<file path="src/rtl/riscv_ctrl_pkg.sv">
// Shared encodings for the multi-cycle RV32I control path: FSM states,
// supported opcodes and the ALU operand/operation select codes.
package riscv_ctrl_pkg;

    typedef enum logic [3:0] {
        StFetch,
        StDecode,
        StMemAddr,
        StMemRd,
        StMemWb,
        StMemWr,
        StExecR,
        StExecI,
        StAluWb,
        StBranch
    } state_t;

    localparam logic [6:0] OP_BRANCH = 7'b1100011;
    localparam logic [6:0] OP_RTYPE  = 7'b0110011;
    localparam logic [6:0] OP_ITYPE  = 7'b0010011;
    localparam logic [6:0] OP_STORE  = 7'b0100011;
    localparam logic [6:0] OP_LOAD   = 7'b0000011;

    localparam logic [1:0] ALU_ADD = 2'b00;
    localparam logic [1:0] ALU_BR  = 2'b01;
    localparam logic [1:0] ALU_R   = 2'b10;
    localparam logic [1:0] ALU_I   = 2'b11;

    localparam logic [1:0] B_RS2  = 2'b00;
    localparam logic [1:0] B_FOUR = 2'b01;
    localparam logic [1:0] B_IMM  = 2'b10;

endpackage

</file>
<file path="src/rtl/multicycle_control_if.sv">
// Control/status bundle between the multi-cycle sequencer (master) and the
// datapath plus memory port (slave).
interface multicycle_control_if #(
    parameter int unsigned RETIRE_W = 32
);
    logic [6:0]          opcode;
    logic                mem_ready;
    logic                branch_taken;
    logic                mem_req;
    logic                mem_we;
    logic                iord;
    logic                ir_wr;
    logic                pc_wr;
    logic                pc_src;
    logic                alu_src_a;
    logic [1:0]          alu_src_b;
    logic [1:0]          alu_op;
    logic                reg_wr;
    logic                mem_to_reg;
    logic                illegal;
    logic                instr_done;
    logic [RETIRE_W-1:0] instret;

    modport master (
        input  opcode, mem_ready, branch_taken,
        output mem_req, mem_we, iord, ir_wr, pc_wr, pc_src, alu_src_a, alu_src_b,
               alu_op, reg_wr, mem_to_reg, illegal, instr_done, instret
    );

    modport slave (
        output opcode, mem_ready, branch_taken,
        input  mem_req, mem_we, iord, ir_wr, pc_wr, pc_src, alu_src_a, alu_src_b,
               alu_op, reg_wr, mem_to_reg, illegal, instr_done, instret
    );
endinterface

</file>
<file path="src/rtl/multicycle_control.sv">
// Multi-cycle RV32I sequencer: steps each instruction through fetch..writeback,
// arbitrates the shared memory port and counts retired instructions.
module multicycle_control
    import riscv_ctrl_pkg::*;
#(
    parameter int unsigned RETIRE_W = 32
) (
    input  logic                 clk,
    input  logic                 n_rst,
    multicycle_control_if.master bus_io
);

    state_t              state_q, state_d;
    logic [RETIRE_W-1:0] instret_q;

    logic       mem_req, mem_we, iord, ir_wr, pc_wr, pc_src, alu_src_a;
    logic [1:0] alu_src_b, alu_op;
    logic       reg_wr, mem_to_reg, illegal, instr_done;

    always_ff @(posedge clk) begin
        if (!n_rst) begin
            state_q   <= StFetch;
            instret_q <= '0;
        end else begin
            state_q <= state_d;
            if (instr_done) begin
                instret_q <= instret_q + RETIRE_W'(1);
            end
        end
    end

    always_comb begin
        state_d    = state_q;
        mem_req    = 1'b0;
        mem_we     = 1'b0;
        iord       = 1'b0;
        ir_wr      = 1'b0;
        pc_wr      = 1'b0;
        pc_src     = 1'b0;
        alu_src_a  = 1'b0;
        alu_src_b  = B_RS2;
        alu_op     = ALU_ADD;
        reg_wr     = 1'b0;
        mem_to_reg = 1'b0;
        illegal    = 1'b0;
        instr_done = 1'b0;
        case (state_q)
            StFetch: begin
                mem_req   = 1'b1;
                alu_src_b = B_FOUR;
                if (bus_io.mem_ready) begin
                    ir_wr   = 1'b1;
                    pc_wr   = 1'b1;
                    state_d = StDecode;
                end
            end
            StDecode: begin
                alu_src_b = B_IMM;
                case (bus_io.opcode)
                    OP_LOAD, OP_STORE: state_d = StMemAddr;
                    OP_RTYPE:          state_d = StExecR;
                    OP_ITYPE:          state_d = StExecI;
                    OP_BRANCH:         state_d = StBranch;
                    default: begin
                        illegal = 1'b1;
                        state_d = StFetch;
                    end
                endcase
            end
            StMemAddr: begin
                alu_src_a = 1'b1;
                alu_src_b = B_IMM;
                state_d   = (bus_io.opcode == OP_LOAD) ? StMemRd : StMemWr;
            end
            StMemRd: begin
                mem_req = 1'b1;
                iord    = 1'b1;
                if (bus_io.mem_ready) state_d = StMemWb;
            end
            StMemWb: begin
                reg_wr     = 1'b1;
                mem_to_reg = 1'b1;
                instr_done = 1'b1;
                state_d    = StFetch;
            end
            StMemWr: begin
                mem_req = 1'b1;
                mem_we  = 1'b1;
                iord    = 1'b1;
                if (bus_io.mem_ready) begin
                    instr_done = 1'b1;
                    state_d    = StFetch;
                end
            end
            StExecR: begin
                alu_src_a = 1'b1;
                alu_src_b = B_RS2;
                alu_op    = ALU_R;
                state_d   = StAluWb;
            end
            StExecI: begin
                alu_src_a = 1'b1;
                alu_src_b = B_IMM;
                alu_op    = ALU_I;
                state_d   = StAluWb;
            end
            StAluWb: begin
                reg_wr     = 1'b1;
                instr_done = 1'b1;
                state_d    = StFetch;
            end
            StBranch: begin
                alu_src_a  = 1'b1;
                alu_src_b  = B_RS2;
                alu_op     = ALU_BR;
                pc_src     = 1'b1;
                pc_wr      = bus_io.branch_taken;
                instr_done = 1'b1;
                state_d    = StFetch;
            end
            default: state_d = StFetch;
        endcase
    end

    // Reset silences every output in the same cycle, dropping any pending request.
    assign bus_io.mem_req    = n_rst & mem_req;
    assign bus_io.mem_we     = n_rst & mem_we;
    assign bus_io.iord       = n_rst & iord;
    assign bus_io.ir_wr      = n_rst & ir_wr;
    assign bus_io.pc_wr      = n_rst & pc_wr;
    assign bus_io.pc_src     = n_rst & pc_src;
    assign bus_io.alu_src_a  = n_rst & alu_src_a;
    assign bus_io.alu_src_b  = n_rst ? alu_src_b : 2'b00;
    assign bus_io.alu_op     = n_rst ? alu_op : 2'b00;
    assign bus_io.reg_wr     = n_rst & reg_wr;
    assign bus_io.mem_to_reg = n_rst & mem_to_reg;
    assign bus_io.illegal    = n_rst & illegal;
    assign bus_io.instr_done = n_rst & instr_done;
    assign bus_io.instret    = n_rst ? instret_q : '0;

endmodule

</file>
<file path="src/flat_wrapper.sv">
// flat-port wrapper written by rule: the top's interface ports become plain ports
module multicycle_control_flat import riscv_ctrl_pkg::*;
#(
    parameter int unsigned RETIRE_W = 32
)
  (clk, n_rst, bus_io_opcode, bus_io_mem_ready, bus_io_branch_taken, bus_io_mem_req, bus_io_mem_we, bus_io_iord, bus_io_ir_wr, bus_io_pc_wr, bus_io_pc_src, bus_io_alu_src_a, bus_io_alu_src_b, bus_io_alu_op, bus_io_reg_wr, bus_io_mem_to_reg, bus_io_illegal, bus_io_instr_done, bus_io_instret);
  multicycle_control_if #(.RETIRE_W(RETIRE_W)) bus_io_i ();
  input  logic clk;
  input  logic n_rst;
  input wire logic [$bits(bus_io_i.opcode)-1:0] bus_io_opcode;
  input wire logic [$bits(bus_io_i.mem_ready)-1:0] bus_io_mem_ready;
  input wire logic [$bits(bus_io_i.branch_taken)-1:0] bus_io_branch_taken;
  output wire logic [$bits(bus_io_i.mem_req)-1:0] bus_io_mem_req;
  output wire logic [$bits(bus_io_i.mem_we)-1:0] bus_io_mem_we;
  output wire logic [$bits(bus_io_i.iord)-1:0] bus_io_iord;
  output wire logic [$bits(bus_io_i.ir_wr)-1:0] bus_io_ir_wr;
  output wire logic [$bits(bus_io_i.pc_wr)-1:0] bus_io_pc_wr;
  output wire logic [$bits(bus_io_i.pc_src)-1:0] bus_io_pc_src;
  output wire logic [$bits(bus_io_i.alu_src_a)-1:0] bus_io_alu_src_a;
  output wire logic [$bits(bus_io_i.alu_src_b)-1:0] bus_io_alu_src_b;
  output wire logic [$bits(bus_io_i.alu_op)-1:0] bus_io_alu_op;
  output wire logic [$bits(bus_io_i.reg_wr)-1:0] bus_io_reg_wr;
  output wire logic [$bits(bus_io_i.mem_to_reg)-1:0] bus_io_mem_to_reg;
  output wire logic [$bits(bus_io_i.illegal)-1:0] bus_io_illegal;
  output wire logic [$bits(bus_io_i.instr_done)-1:0] bus_io_instr_done;
  output wire logic [$bits(bus_io_i.instret)-1:0] bus_io_instret;
  assign bus_io_i.opcode = bus_io_opcode;
  assign bus_io_i.mem_ready = bus_io_mem_ready;
  assign bus_io_i.branch_taken = bus_io_branch_taken;
  assign bus_io_mem_req = bus_io_i.mem_req;
  assign bus_io_mem_we = bus_io_i.mem_we;
  assign bus_io_iord = bus_io_i.iord;
  assign bus_io_ir_wr = bus_io_i.ir_wr;
  assign bus_io_pc_wr = bus_io_i.pc_wr;
  assign bus_io_pc_src = bus_io_i.pc_src;
  assign bus_io_alu_src_a = bus_io_i.alu_src_a;
  assign bus_io_alu_src_b = bus_io_i.alu_src_b;
  assign bus_io_alu_op = bus_io_i.alu_op;
  assign bus_io_reg_wr = bus_io_i.reg_wr;
  assign bus_io_mem_to_reg = bus_io_i.mem_to_reg;
  assign bus_io_illegal = bus_io_i.illegal;
  assign bus_io_instr_done = bus_io_i.instr_done;
  assign bus_io_instret = bus_io_i.instret;
  multicycle_control #(.RETIRE_W(RETIRE_W)) u_core (.clk(clk), .n_rst(n_rst), .bus_io(bus_io_i));
endmodule
</file>
<file path="config.mk">
export PLATFORM = sky130hd
export DESIGN_NAME = multicycle_control_flat
export DESIGN_NICKNAME = d
export VERILOG_FILES = /design/src/rtl/riscv_ctrl_pkg.sv /design/src/rtl/multicycle_control_if.sv /design/src/rtl/multicycle_control.sv /design/src/flat_wrapper.sv
export SDC_FILE = /design/constraint.sdc
export NUM_CORES = 1
export LEC_CHECK = 0
export BUFFER_PORTS_ARGS = -buffer_cell sky130_fd_sc_hd__buf_2
export CORE_AREA = 2 2 78 80
export DETAILED_ROUTE_END_ITERATION = 10
export DIE_AREA = 0 0 80 82
export SYNTH_ARGS = -nofsm -noshare
export SYNTH_HDL_FRONTEND = slang
export SYNTH_SLANG_ARGS = --single-unit
</file>
<file path="constraint.sdc">
create_clock -name clk -period 1.8 [get_ports clk]
set_input_delay 0.36 -clock clk [delete_from_list [all_inputs] [get_ports clk]]
set_output_delay 0.36 -clock clk [all_outputs]
set_load 0.005 [all_outputs]
</file>
* After elaboration in Yosys (flattened, before gate mapping) *
Index checks and enable logic that the tools add are counted.

word-level totals
  register bits = 36
  bits in latches = 0
  RAM bits = 0
  bits in read-only memories = 0
  bits of input ports = 11
  output and inout bits = 47
  word-level logic and storage cells = 66
  memories = 0

cells by class
  $add $sub $neg = 1
  multipliers = 0
  div/mod/pow operators = 0
  order comparisons = 0
  equality and inequality tests = 17
  shifts and indexed selects = 0
  mux-type cells = 24
  bitwise logic cells = 11
  reductions and logical operators = 11

operator list
  cell                     number
  $add A32 B1 Y32 const B  1
  $mux W32                 1
  $pmux W4 S6              1
  $eq A4 B3 Y1 const B     4
  $pmux W4 S4              1
  $eq A7 B6 Y1 const B     2
  $mux W4                  3
  $and A1 B1 Y1            11
  $mux W1                  11
  $reduce_or A3 Y1         3
  $eq A4 B2 Y1 const B     2
  $eq A4 B4 Y1 const B     2
  $reduce_or A2 Y1         4
  $eq A7 B2 Y1 const B     1
  $eq A7 B5 Y1 const B     1
  $eq A7 B7 Y1 const B     1
  $ne A2 B2 Y1 const B     3
  $pmux W2 S3              1
  $reduce_or A5 Y1         1
  $eq A4 B1 Y1 const B     1
  $logic_not A4 Y1         1
  $mux W2                  2
  $pmux W1 S2              2
  $pmux W2 S2              1
  3 further kinds          3

* Depth between registers and ports, before layout *
  depth in word-level cells = 5
  depth in mapped cells = 8
  mapped depth without buffers = 5

* Worst setup path after synthesis *
OpenSTA, ideal clock, no wires.

  kind = register to register
  start point = register u_core.state_q[3]
  end point = register u_core.instret_q[27]
  library setup time = 0.123 ns
  data arrival time = 1.782 ns
  data required time = 1.677 ns
  path slack = -0.105 ns
  stages on the path, launching flop included = 7
  path buffers = 1
  clock period less this slack = 1.905 ns
  cell sequence = dfxtp_1 buf_6 nand2b_4 o21a_1 or4_4 nor4_2 mux2_1

between the ends
  longest elaborated chain between the ends = 3
  elaborated cells between the ends (all ways) = 6
  classes of those cells = eq/ne (4); mux (1); reduce/logical (1)

ends and longest elaborated chain
  item                                                 line                      text
  start: declaration                                   multicycle_control.sv:13  state_t state_q, state_d;
  start signal: assignment                             multicycle_control.sv:22  state_q <= StFetch;
  start signal: assignment                             multicycle_control.sv:25  state_q <= state_d;
  $eq A4 B3 Y1 / $eq A4 B4 Y1 (equally long branches)  multicycle_control.sv:47  case (state_q)
  $reduce_or A3 Y1 (no line)                           --
  $pmux W1 S2 (*)                                      multicycle_control.sv:47
  end signal: assignment                               multicycle_control.sv:27  instret_q <= instret_q + RETIRE_W'(1);
  end: declaration                                     multicycle_control.sv:14  logic [RETIRE_W-1:0] instret_q;

Mark *: on every way between the ends. The rest lies on a longest branch, timed or not.
A chain may end at the register's enable or synchronous reset.

* Worst setup path after layout *
  start point = register u_core.state_q[3]
  end point = register u_core.instret_q[19]

Same word-level chain as after synthesis.

==> impl_metrics.tcl <==
set metrics [dict create \
    status "completed" \
    layout.cells.non_filler 464 \
    fillerInstances 556 \
    fin_crit_sh_pct 99.8 \
    setup_viol_count_final 0 \
    busiest_layer "met2" \
    critPathMaxFanout 4 \
    ir_worst_vdd_mv 0.434 \
    grt_pass1_wl_um 9920 \
    endpoint_kind "register" \
    syn_area_per_cell_um2 7.72 \
    arrival_ns 1.98 \
    syn_inst 286 \
    dieHeight_um 82 \
    combPwrFrac_pct 9.1 \
    n_antenna_cell 0 \
    core_um2 5750 \
    synth_seq_area_share_pct 32.7 \
    maxSlewHeadroom_pct 73.8 \
    synth_edf_count 0 \
    clockBufferDepth 2 \
    synth-seq-cells 36 \
    fp.dieW_um 80 \
    viasPerCell 5.21 \
    rsz0062_at_grt "yes" \
    synth-main-ff-cell "dfxtp_1" \
    clock-sinks 36 \
    cts_made_buffers 5 \
    htree_levels 2 \
    timing.final.hold_violations 0 \
    ys_types 48 \
    start_util_pct 38.4 \
    grt_start_max_net_pins 37 \
    drt_wl_total_um 6130 \
    path_class "reg2reg" \
    multi_input_area_um2 1520 \
    slew_viol_final 0 \
    synth_area_leaders "dfxtp_1 33%, and2_1 9.1%, xnor2_1 7.9%" \
    post-place-ws_ns -0.0121 \
    power.net_switching_mw 0.373 \
    finalNetCount 400 \
    cts_tree "built" \
    grt_util_all_layers_pct 19.2 \
    synth_warnings 0 \
    rows 28 \
    postRouteAntennaNets 0 \
    worst_pin_slew_ns 0.387 \
    synth_nets 298 \
    finalCriticalPeriod_ns 1.80 \
    first_global_vias 2106 \
    cap_violations 0 \
    drc 0 \
    clkTransAtPathRegs_ns 0.08 \
    synth_top_area_cell "dfxtp_1" \
    cts_root_buffer "clkbuf_8" \
    io_buffers 57 \
    synth_top_area_share_pct 32.7 \
    dp.cells 442 \
    setup-tns-final_ns 0 \
    cp_data_required_time_ns 1.98 \
    swShare_pct 24.2 \
    p_int_mw 1.17 \
    fin_ws_ns 0.00346 \
    regArea_um2 733 \
    globalRouteOverflowTotal 0 \
    globalRouteMet2Util_pct 31.7 \
    final_layout_size_suffix_gt1_share_pct 41.1 \
    p_seq_share_pct 51.7 \
    p_per_area_nw_per_um2 481 \
    met3_usage_pct 4.29 \
    antenna_found_initial 0 \
    layout-area-overhead-vs-synth_pct 45.0 \
    ioPinCount 58 \
    first_iter_violations 126 \
    holdBufCountCts 0 \
    grt_use_met1_pct 24.8 \
    routabilityCongestion 0.870 \
    via_count 2418 \
    drtPass1Iterations 4 \
    wire_per_inst_um 13.2 \
    async_flop_share_pct 0 \
    hp-class "in2reg" \
    fin_hold_ws_ns 0.376 \
    clock_latency_ns 0.29 \
    crit_path_start_kind "register" \
    syn_area_um2 2210 \
    clkPwrFrac_pct 39.2 \
    p_total_mw 1.54 \
    finClkSkew_ns 0.00565 \
    dp_hpwl_um 4320 \
    p_leak_nw 1.38 \
    fmax_ghz 0.557 \
    die-area_um2 6560 \
]
==> power by group through the flow <==
stage	registers, mW	logic [mW]	clock network (mW)
floorplan	0.818	0.0511	0
global placement	0.817	0.103	0
detailed placement	0.817	0.104	0
CTS	0.797	0.127	0.616
global route	0.796	0.152	0.664
finish	0.796	0.140	0.603
==> registers in the layout (all words and copies together), names as in the netlist <==
signal / cells
u_core.instret_q: 32
u_core.state_q: 4
==> cell families after synthesis <==
logic type	share of synthesized area, %
AND/OR/NAND/NOR	43.1
flip-flops	32.7
AO/OA/AOI/OAI	7.71
XOR/XNOR	9.52
buffers and inverters	4.42
multiplexers	1.98
adder cells (fa/ha/maj)	0.567
==> final timing paths <==
| check | startpoint | endpoint | slack [ns] | depth (start not counted) |
|---|---|---|---|---|
| worst max-delay path | u_core.state_q[3]$_SDFFE_PN0P_ | u_core.instret_q[19]$_SDFFE_PN0N_ | 0.003 | 5 |
| worst min-delay path | bus_io_opcode[6] | u_core.state_q[3]$_SDFFE_PN0P_ | 0.38 | 3 |
| worst max register to register | u_core.state_q[3]$_SDFFE_PN0P_ | u_core.instret_q[19]$_SDFFE_PN0N_ | 0.003 | 5 |
| worst min register to register | u_core.instret_q[28]$_SDFFE_PN0N_ | u_core.instret_q[28]$_SDFFE_PN0N_ | 0.51 | 2 |
==> cell type report <==
cell class	instances	area share, %
clock buffer	6	2.58
clock inverter	2	0.313
inverter	5	0.665
multi-input combinational	227	47.6
sequential	36	22.9
tap	75	2.93
timing repair buffer	113	23.0
==> per-layer routing <==
layer / wire (µm) / vias up
met5: 0 / -
li1: - / 1209
met2: 2910 / 48
met1: 2870 / 1154
met4: 74 / 0
met3: 271 / 7
==> layout by cell type (no fill, tap or decap), types with 2 or more instances in the layout <==
cell      instances
buf_2            57
buf_4            51
nor2_1           40
and2_1           31
dfxtp_1          30
xnor2_1          19
nand2_1          15
a21oi_1          11
nand4_1          11
nand3_1          10
nor4_1            9
o21ai_0           8
or3_1             6
clkbuf_8          6
nor4b_1           5
and4_1            4
xor2_1            4
dfxtp_2           4
inv_1             3
nor3_2            3
nor2b_1           3
nor3_1            3
buf_6             3
nor2_4            2
and3_1            2
nand2b_4          2
nor4_4            2
and4_4            2
mux2_2            2
clkinv_2          2
dfxtp_4           2
==> stage by stage <==
step | instance area, µm² | utilization (%)
2_1_floorplan | 2210 | -
3_3_place_gp | 2840 | 49.3
3_5_place_dp | 2840 | 49.3
4_1_cts | 3060 | 53.2
5_1_grt | 3200 | 55.7
6_report | 3200 | 55.7
==> synth_stat cells (2+ instances only) <==
cell type,n
o21ai_0,9
nand3_1,10
nor4b_1,5
xor2_1,4
or2_2,2
nand4_1,11
nor2_1,42
and4_1,6
inv_1,4
dfxtp_1,36
nor4_1,10
nor4_2,2
buf_2,2
nor3_1,7
a21oi_1,12
mux2_2,2
or3_1,6
clkbuf_1,14
nand2b_1,2
nor2b_1,3
and3_1,4
xnor2_1,20
nand2_1,17
and2_1,32
==> worst max-delay path, stage by stage, from the launching register on <==
cell and delay, ns:
dfxtp_2 0.34, nand2b_4 0.14, o21a_1 0.19, or4_4 0.51
nor4_2 0.16, mux2_2 0.35
==> repair_timing <==
item	4_1_cts	5_1_grt
buffers inserted	11	4
endpoints found under the setup margin	9	23
resized for setup	15	31
cloned	0	0
pin swaps	6	7
Power figures use the tool's default switching activity.
